===== src/rtl/layer_output_serializer.sv =====
// Buffers a dense layer's result vector on each rising edge of vector_ready
// and streams it out one element per valid/accept handshake.
module layer_output_serializer #(
    parameter int WIDTH  = 32,
    parameter int LENGTH = 16,
    localparam int INDEX_WIDTH = $clog2(LENGTH)
) (
    input  logic                   clock,
    input  logic                   reset,
    input  logic                   vector_ready,
    input  logic [WIDTH-1:0]       vector [LENGTH],
    output logic [WIDTH-1:0]       word,
    output logic [INDEX_WIDTH-1:0] word_index,
    output logic                   word_valid,
    input  logic                   word_accept,
    output logic                   last,
    output logic                   busy,
    output logic                   overrun
);

    localparam logic [INDEX_WIDTH-1:0] last_index = INDEX_WIDTH'(LENGTH - 1);

    typedef enum logic {
        IDLE,
        STREAM
    } state_t;

    state_t           state;
    logic [WIDTH-1:0] buffer [LENGTH];
    logic             vector_ready_q;
    logic             rise;
    logic             handshake;
    logic             final_handshake;

    assign rise            = vector_ready & ~vector_ready_q;
    assign handshake       = word_valid & word_accept;
    assign final_handshake = handshake & (word_index == last_index);

    // Outputs decode only from registers; vector never reaches them directly.
    assign word_valid = (state == STREAM);
    assign busy       = word_valid;
    assign last       = word_valid & (word_index == last_index);
    assign word       = buffer[word_index];

    always_ff @(posedge clock or negedge reset) begin
        if (!reset) begin
            state          <= IDLE;
            word_index     <= '0;
            overrun        <= 1'b0;
            vector_ready_q <= 1'b0;
            for (int i = 0; i < LENGTH; i++) begin
                buffer[i] <= '0;
            end
        end else begin
            vector_ready_q <= vector_ready;
            unique case (state)
                IDLE: begin
                    if (rise) begin
                        buffer     <= vector;
                        word_index <= '0;
                        state      <= STREAM;
                    end
                end
                STREAM: begin
                    if (final_handshake) begin
                        word_index <= '0;
                        // A result landing on the last handshake chains with no bubble.
                        if (rise) begin
                            buffer <= vector;
                        end else begin
                            state <= IDLE;
                        end
                    end else begin
                        if (handshake) begin
                            word_index <= word_index + 1'b1;
                        end
                        if (rise) begin
                            overrun <= 1'b1;
                        end
                    end
                end
                default: state <= IDLE;
            endcase
        end
    end

endmodule


===== config.mk =====
export PLATFORM = sky130hd
export DESIGN_NAME = layer_output_serializer
export DESIGN_NICKNAME = d
export VERILOG_FILES = /design/src/rtl/layer_output_serializer.sv
export SDC_FILE = /design/constraint.sdc
export NUM_CORES = 1
export LEC_CHECK = 0
export ABC_AREA = 1
export ABC_CLOCK_PERIOD_IN_PS = 3100
export CAP_MARGIN = 20
export CORE_MARGIN = 2
export CORE_UTILIZATION = 56
export DETAILED_ROUTE_END_ITERATION = 16
export GPL_TIMING_DRIVEN = 0
export PLACE_DENSITY = 0.86
export SETUP_SLACK_MARGIN = 0.5
export SKIP_LAST_GASP = 1
export SLEW_MARGIN = 10
export SYNTH_ARGS = -nofsm -noshare
export SYNTH_HDL_FRONTEND = slang
export SYNTH_SLANG_ARGS = --single-unit

===== constraint.sdc =====
create_clock -name clock -period 3.1 [get_ports clock]
set_input_delay 0.465 -clock clock [delete_from_list [all_inputs] [get_ports clock]]
set_output_delay 0.465 -clock clock [all_outputs]
set_load 0.05 [all_outputs]

==> metrics.cfg <==
[power_and_ir_drop]
leakagePower_nw=19.8
p_comb_share_pct=53.7
seqPwrFrac_pct=28.6
sw_frac_of_total_pct=46.5
p_int_mw=22.6
p_clk_share_pct=17.7
power-per-cell-area_mw_per_mm2=1120
irDropWorstVdd_mv=1.25
power_mw=42.2
switchingPower_mw=19.6

[setup_path]
worstPathArrival_ps=2440
crit_chain=buf_12 > inv_12 > buf_12 > clkbuf_16 > nand2_2 > nand2_2 > nand2_2 > nand3_4 > nand3_4 > nand2_4 > buf_8
crit_family=buffers and inverters
cp_slowest_cell=dfrtp_1
critical_path_class=reg2out
critPathCaptureType=output port
critPathBufInv=5
slowest_delay_ps=440
critPathLaunchType=flop
cpMostUsedCell=nand2_2
cp_max_fo=7
reg2reg_slack_ps=440
crit_required_ps=2630

[clocking]
clock_latency_ps=640
cts_root_buffer=clkbuf_16
cts_buffers=56
cts_buffer_depth=3
h-tree-depth=2
cts.sinks=519
cts_tree=built
path_clk_slew_ps=60

[grt]
grt_pass1_vias=28200
grt.total_usage_pct=44.7
grt.overflow.total=0
antenna_found_initial=10
grt_max_degree=111
grt_pass1_wl_um=165000

[sta]
min_period_ps=2910
rsz0062_at_grt=yes
clock.fmax_ghz=0.344
fin_crit_sh_pct=93.8
worst_hold_slack_ps=254
worst_pin_slew_ps=950
slew_headroom_pct=36.7
fin_worst_skew_ps=20.5
final-hold-violation-count=0
setup_viol=0
drv_slew=0

[final_layout]
area_growth_syn_to_layout_pct=40.7
finalInstanceArea_mm2=0.0375
utilization_pct=80.3
layout.nets=4951
drive_gt1_share_pct=12.8
layout_common_cells=1646 x nand2_1, 751 x nand3_1, 520 x clkdlybuf4s50_1, 518 x dfrtp_1, 390 x inv_1
final_common_cell=nand2_1

[die]
dieArea_mm2=0.0494
die_w_um=222
initial_core_util_pct=57.1
die-height_um=222
ios=556
core_mm2=0.0468
rows=79

[placed_design]
dpl_cell_area_mm2=0.0331
port_buffers=555
hpwl_um=83300
gp_congestion=0.993

[route]
ant_nets=0
drtIter0Drc=3729
vias=29400
drc=0
first_pass_iters=8
wire_per_inst_um=22.1
wl_um=113000
vias_per_cell=5.76

[synth]
ys_ff_latch=519
synth_cells=3805
avgSynthCellArea_um2=7.01
synth.cell_area_mm2=0.0267
yosys_warnings=0
yosysUniqueCellTypes=18
syn_nets=4322
ys_seq_area_share_pct=48.7

[min_path]
worstHoldPathType=in2async

[status]
outcome=finished clean

[run]
drv_cap=0

==> metrics by stage <==
| step | TNS, ps | instances | setup slack [ps] |
|---|---|---|---|
| after floorplan | 0 | 3805 | 683 |
| after global placement | - | 4967 | -21270 |
| after detailed placement | -19180 | 4972 | -744 |
| after CTS | 0 | 5084 | 254 |
| after global routing | 0 | 5096 | 169 |
| final | 0 | 5097 | 191 |
==> sequential cells by signal (all words and copies together) (netlist names) <==
signal / flops
buffer: 512
vector_ready_q: 1
overrun: 1
busy: 1
word_index: 4
==> cell families (layout without fill, tap and decap cells) <==
kind of cell / after synthesis / count (layout) / share of synthesized area, %
AOI/OAI and AO/OA: 6 / 6 / 0.136
adders and majority gates: 1 / 1 / 0.0469
buffers and inverters: 669 / 1345 / 10.2
DFF: 519 / 519 / 48.7
other: 0 / 9 / 0
and+or+nand+nor: 2610 / 2610 / 41.0
==> what timing repair did <==
action                                  4_1_cts  5_1_grt
endpoints found under the hold margin        19        0
pin swaps                                    33       61
setup buffers                                 1        1
endpoints found under the setup margin       35       35
resized for setup                           583      227
hold buffers                                  1        0
cloned                                        5        3
==> worst register-to-register path, stage by stage (launching register included) <==
cell     delay (ps)
dfrtp_1         440
buf_4           160
buf_4           130
ha_1            200
nand3_1         140
o21ai_2          90
nand2_1         460
buf_2           460
buf_2           300
nand2_1         110
nand2_1          90
==> final cells by class <==
class,count,area [µm²]
antenna,9,22.5
buffer,277,1950
clock buffer,80,1630
clock inverter,25,394
fill,3248,9210
inverter,392,1480
multi-input combinational,2617,12300
sequential,519,13000
tap,607,759
timing repair buffer,570,6000
timing repair inverter,1,8.76
==> power by group through the flow <==
stage / clock [mW] / combinational, mW / sequential (mW)
detailed placement: 0 / 17.7 / 12.0
finish: 7.48 / 22.7 / 12.1
global route: 7.67 / 24.1 / 12.4
CTS: 7.40 / 20.3 / 11.9
global placement: 0 / 17.4 / 12.0
floorplan: 0 / 11.1 / 11.5
==> synthesized netlist by cell type, drive strengths merged <==
library cell	n	area share, %
clkbuf	117	1.7
o21bai	1	0.028
nor3	1	0.019
nand4	1	0.023
dfrtp	519	49
buf	160	3.0
o21ai	4	0.089
ha	1	0.047
a21oi	1	0.019
nor2	3	0.042
nand2	1705	24
nand3	900	17
inv	392	5.5
==> metal layers <==
metal	vias to the layer above	routed length, µm	global-route usage (%)
li1	13100	-	-
met3	483	13500	11.3
met5	-	15	0
met2	1988	50100	68.4
met1	13800	39800	55.3
met4	2	9390	32.4
==> path summary, 6_finish.rpt <==
kind / from / to / depth (start not counted)
max reg2reg: word_index[0]$_DFFE_PN0P_ / buffer[325]$_DFFE_PN0P_ / 10
min in group clock: vector_ready / vector_ready_q$_DFF_PN0_ / 1
min reg2reg: buffer[487]$_DFFE_PN0P_ / buffer[487]$_DFFE_PN0P_ / 2
max in group asynchronous: reset / buffer[454]$_DFFE_PN0P_ / 5
min: reset / buffer[12]$_DFFE_PN0P_ / 2
max: word_index[0]$_DFFE_PN0P_ / word[13] / 11
No activity file was read; power rests on OpenSTA's default activity.
